===== config.mk =====
export PLATFORM = sky130hd
export DESIGN_NAME = serial_bit_tx
export DESIGN_NICKNAME = d
export VERILOG_FILES = /design/src/rtl/serial_bit_tx.sv
export SDC_FILE = /design/constraint.sdc
export NUM_CORES = 1
export LEC_CHECK = 0
export ABC_AREA = 1
export BUFFER_PORTS_ARGS = -buffer_cell sky130_fd_sc_hd__buf_2
export CAP_MARGIN = 20
export CORE_AREA = 3 3 53 55
export DETAILED_ROUTE_END_ITERATION = 6
export DIE_AREA = 0 0 56 58
export GPL_ROUTABILITY_DRIVEN = 1
export GPL_TIMING_DRIVEN = 0
export PLACE_DENSITY = 0.69
export SETUP_SLACK_MARGIN = 0.2
export SLEW_MARGIN = 0
export SYNTH_ARGS = -nofsm -noshare
export SYNTH_HDL_FRONTEND = slang
export SYNTH_SLANG_ARGS = --single-unit

===== constraint.sdc =====
create_clock -name clk_i -period 1.2 [get_ports clk_i]
set_input_delay 0.06 -clock clk_i [delete_from_list [all_inputs] [get_ports clk_i]]
set_output_delay 0.06 -clock clk_i [all_outputs]
set_load 0.1 [all_outputs]

===== src/rtl/serial_bit_tx.sv =====
// Parallel-to-serial transmitter: accepts a word and bit count over valid/ready and
// shifts the selected bits out MSB-first, one per clock, followed by a fixed idle gap.
module serial_bit_tx #(
  parameter int W   = 8,
  parameter int CW  = 4,
  parameter int GAP = 1
) (
  input  logic          clk_i,
  input  logic          rst_ni,
  input  logic          in_valid_i,
  output logic          in_ready_o,
  input  logic [W-1:0]  in_data_i,
  input  logic [CW-1:0] in_len_i,
  output logic          x_o,
  output logic          x_valid_o,
  output logic          done_o,
  output logic          busy_o
);

  typedef enum logic [1:0] {
    IDLE  = 2'd0,
    SHIFT = 2'd1,
    GAP_S = 2'd2
  } state_e;

  localparam int            GW       = (GAP > 1) ? $clog2(GAP) : 1;
  localparam logic [CW-1:0] W_C      = CW'(W);
  localparam logic [GW-1:0] GAP_LOAD = GW'((GAP > 0) ? (GAP - 1) : 0);

  state_e        state_q;
  logic [W-1:0]  sreg_q;
  logic [CW-1:0] cnt_q;
  logic [GW-1:0] gap_q;
  logic          in_ready_q;
  logic          x_q;
  logic          x_valid_q;
  logic          done_q;
  logic          busy_q;

  logic [CW-1:0] eff_len_d;
  logic [W-1:0]  aligned_d;

  // Effective length (0 or oversize means a full word) and left-aligned word.
  always_comb begin
    eff_len_d = W_C;
    if ((in_len_i == {CW{1'b0}}) || (in_len_i > W_C)) begin
      eff_len_d = W_C;
    end else begin
      eff_len_d = in_len_i;
    end
    aligned_d = in_data_i << (W_C - eff_len_d);
  end

  // Transmit FSM; every output is a register updated alongside the state.
  always_ff @(posedge clk_i or negedge rst_ni) begin
    if (!rst_ni) begin
      state_q    <= IDLE;
      sreg_q     <= {W{1'b0}};
      cnt_q      <= {CW{1'b0}};
      gap_q      <= {GW{1'b0}};
      in_ready_q <= 1'b0;
      x_q        <= 1'b0;
      x_valid_q  <= 1'b0;
      done_q     <= 1'b0;
      busy_q     <= 1'b0;
    end else begin
      case (state_q)
        IDLE: begin
          if (in_ready_q && in_valid_i) begin
            state_q    <= SHIFT;
            sreg_q     <= aligned_d;
            cnt_q      <= eff_len_d;
            x_q        <= aligned_d[W-1];
            x_valid_q  <= 1'b1;
            done_q     <= (eff_len_d == CW'(1));
            busy_q     <= 1'b1;
            in_ready_q <= 1'b0;
          end else begin
            in_ready_q <= 1'b1;
            x_q        <= 1'b0;
            x_valid_q  <= 1'b0;
            done_q     <= 1'b0;
            busy_q     <= 1'b0;
          end
        end
        SHIFT: begin
          sreg_q <= sreg_q << 1;
          cnt_q  <= cnt_q - CW'(1);
          // cnt_q counts the bit currently on x, so 1 means it is the last one.
          if (cnt_q <= CW'(1)) begin
            x_q       <= 1'b0;
            x_valid_q <= 1'b0;
            done_q    <= 1'b0;
            if (GAP > 0) begin
              state_q    <= GAP_S;
              gap_q      <= GAP_LOAD;
              busy_q     <= 1'b1;
              in_ready_q <= 1'b0;
            end else begin
              state_q    <= IDLE;
              busy_q     <= 1'b0;
              in_ready_q <= 1'b1;
            end
          end else begin
            x_q        <= sreg_q[W-2];
            x_valid_q  <= 1'b1;
            done_q     <= (cnt_q == CW'(2));
            busy_q     <= 1'b1;
            in_ready_q <= 1'b0;
          end
        end
        GAP_S: begin
          x_q       <= 1'b0;
          x_valid_q <= 1'b0;
          done_q    <= 1'b0;
          if (gap_q == {GW{1'b0}}) begin
            state_q    <= IDLE;
            busy_q     <= 1'b0;
            in_ready_q <= 1'b1;
          end else begin
            gap_q      <= gap_q - GW'(1);
            busy_q     <= 1'b1;
            in_ready_q <= 1'b0;
          end
        end
        default: begin
          state_q    <= IDLE;
          in_ready_q <= 1'b0;
          x_q        <= 1'b0;
          x_valid_q  <= 1'b0;
          done_q     <= 1'b0;
          busy_q     <= 1'b0;
        end
      endcase
    end
  end

  assign in_ready_o = in_ready_q;
  assign x_o        = x_q;
  assign x_valid_o  = x_valid_q;
  assign done_o     = done_q;
  assign busy_o     = busy_q;

endmodule


==> impl_metrics.json <==
{
  "leakage_nw": 0.8974,
  "setup_viol": 7,
  "cts_buffer_depth": 2,
  "hpwl_mm": 2.044,
  "synthTopCellsByArea": "dfrtp_1, nand2_1, nand3_1",
  "synth_largest_area_cell": "dfrtp_1",
  "synthTopCellsByCount": "nand2_1, inv_1, dfrtp_1, nand3_1, nor2_1",
  "gp_congestion": 0.9014,
  "crit_chain": "nor2_4 -> nand2_2 -> o311ai_2 -> nand2_1",
  "fillers": 178,
  "comb_power_share_pct": 66.9,
  "rows": 18,
  "drt_iter0_markers": 39,
  "io_pins": 20,
  "syn_nets": 174,
  "arrival_ns": 1.48,
  "fin_area_um2": 1852,
  "wire_per_inst_um": 13.40,
  "cts.sinks": 18,
  "ant_nets": 0,
  "grt_pass1_vias": 1212,
  "die_h_um": 58,
  "diodes": 0,
  "start_util_pct": 47.53,
  "sequentialPowerShare_pct": 24.4,
  "cp-end-kind": "flop",
  "coreArea_um2": 2432,
  "max_freq_ghz": 0.7723,
  "layout_setup_ws_ns": -0.09486,
  "hold_viol": 0,
  "synth_cell_types": 25,
  "drive_gt1_share_pct": 49.26,
  "synth.ff_latch_count": 18,
  "cts.reportedPaths.clkPinSlew_ns": 0.10,
  "cts_tree": "built",
  "slowest_delay_ns": 0.46,
  "vias_per_cell": 5.232,
  "async_flop_share_pct": 100.0,
  "cp_max_fo": 6,
  "final_util_pct": 76.13,
  "ir_drop_uv": 1838,
  "slew-limit-headroom_pct": 73.16,
  "power.density_nw_per_um2": 2328,
  "power_switching_mw": 2.050,
  "total_power_mw": 4.311,
  "slew_violations": 0,
  "yosysMostFrequentCell": "nand2_1",
  "insertion_delay_ns": 0.29,
  "crit_slowest_cell": "dfrtp_2",
  "p_clk_share_pct": 8.7,
  "cap_violations": 0,
  "fin_crit_ns": 1.295,
  "holdWs_ns": 0.06438,
  "violations": "negative setup slack",
  "drc": 0,
  "yosys_warnings": 0,
  "track_usage_pct": 19.73,
  "area_delta_synth_final_pct": 60.17,
  "tightest_slew_ns": 0.4027,
  "die_w_um": 56,
  "ys_seq_area_share_pct": 38.96,
  "dr.pass1.iters": 4,
  "worstSetupPathType": "flop to flop",
  "antenna_found_initial": 0,
  "htree_levels": 1,
  "vias": 1219,
  "hp-class": "primary input to flop",
  "skew_ns": 0.003147,
  "grt_first_pass_wirelength_mm": 5.161,
  "status": "finished with violations",
  "synth_enable_flop_cells": 0,
  "syn_inst": 154,
  "startpoint_type": "flop",
  "syn_area_per_cell_um2": 7.507,
  "finalWirelength_mm": 3.122,
  "place_area_um2": 1376,
  "fin_crit_sh_pct": 107.9,
  "synth-main-ff-cell": "dfrtp_1",
  "p_int_mw": 2.261,
  "synth.top_cell.area_share_pct": 38.96,
  "cts_buffers": 3,
  "portBuffers": 19,
  "syn_area_um2": 1156,
  "nNetsFinal": 224,
  "rsz0062_at_grt": "yes",
  "p_sw_share_pct": 47.55,
  "root_buffer": "clkbuf_4",
  "fp.dieArea_um2": 3248,
  "grt_start_max_net_pins": 19,
  "globalRouteOverflowTotal": 0,
  "critPathRequiredTime_ns": 1.39
}
## layout make-up
cell class	count	area, um^2	area share [%]
repair buffers	45	384.1	20.74
multi-input cells	111	814.5	43.99
flip-flops and latches	18	455.4	24.59
plain buffers	3	33.78	1.824
inverters	22	90.09	4.865
well taps	30	37.54	2.027
clock buffers	4	36.28	1.959
## placed cells by master, fill, tap and decap left out, types with 2 or more instances in the layout
cell type  netlist  routed
nand2_4          2       5
nor2_4           1       7
buf_12           0       2
inv_2            0       8
nand4_1          6       6
ha_4             0       3
nor2_1           9       2
o221ai_2         0       2
inv_1           22      11
nand2_2          3       6
nand3_2          2       2
dfrtp_1         18      16
buf_6            1      14
inv_4            0       3
nand2_1         45      38
o21ai_0          7       2
clkbuf_4         0       3
nor2_2           1       2
nand3_1         18      16
nand3_4          0       2
buf_4            1      18
buf_2            1      12
o21ai_1          1       5
## kinds of logic after synthesis
kind of cell | count (synthesis) | share of synthesized area, %
AOI/OAI and AO/OA | 16 | 8.875
xor gates and xnor gates | 2 | 1.515
adders and majority gates | 5 | 5.411
buffers and inverters | 25 | 9.199
DFF | 18 | 38.96
and+or+nand+nor | 88 | 36.04
## repair_timing
action | 4_1_cts | 5_1_grt
pin swaps | 14 | 9
setup endpoints to repair | 22 | 19
gates resized for setup | 46 | 23
setup buffers | 18 | 6
hold endpoints to repair | 18 | 0
hold buffers | 1 | 0
gates cloned | 1 | 0
## power by group through the flow
stage | Sequential, mW | Combinational (mW) | Clock, mW
5_1_grt | 1.09 | 3.09 | 0.403
2_1_floorplan | 1.54 | 0.956 | 0
4_1_cts | 1.04 | 2.38 | 0.371
3_3_place_gp | 1.02 | 1.79 | 0
3_5_place_dp | 1.03 | 1.83 | 0
6_report | 1.05 | 2.88 | 0.374
## critical path, delay by kind of cell (launching register included)
| family | cells | cell delay (ns) |
|---|---|---|
| simple gates | 3 | 0.49 |
| compound gates | 1 | 0.24 |
| flops | 1 | 0.46 |
## layer usage
metal	vias to the layer above	track usage [%]	share of wire [%]
li1	605	-	-
met1	576	23.59	41
met2	34	36.73	54
met3	4	2.004	4.2
met4	0	7.119	1.1
met5	-	0	0
## metrics by stage
stage | instances | setup slack, ns | setup TNS, ns
floorplan | 154 | -0.2022 | -1.729
global placement | 203 | -0.4981 | -4.188
detailed placement | 203 | -0.5383 | -4.580
CTS | 227 | -0.04203 | -0.1319
global route | 233 | -0.1666 | -1.160
finish | 233 | -0.09486 | -0.3183
## path summary, 6_finish.rpt
path	from	end	slack, ns	cells past startpoint
min in group asynchronous	rst_ni	x_valid_o	0.21	2
worst min register to register	state_q[0]	in_ready_o	0.45	1
worst max register to register	state_q[1]	cnt_q[3]	-0.09	4
max in group asynchronous	rst_ni	in_ready_o	0.67	2
worst max-delay path	state_q[1]	cnt_q[3]	-0.09	4
worst min-delay path	in_data_i[0]	sreg_q[0]	0.06	3
## flip-flops by register name, summed over array words and instances (netlist names)
register	cells
in_ready_o	1
x_valid_o	1
cnt_q	4
busy_o	1
x_o	1
sreg_q	7
done_o	1
state_q	2
Note: power is estimated with default switching activity, not from simulation.
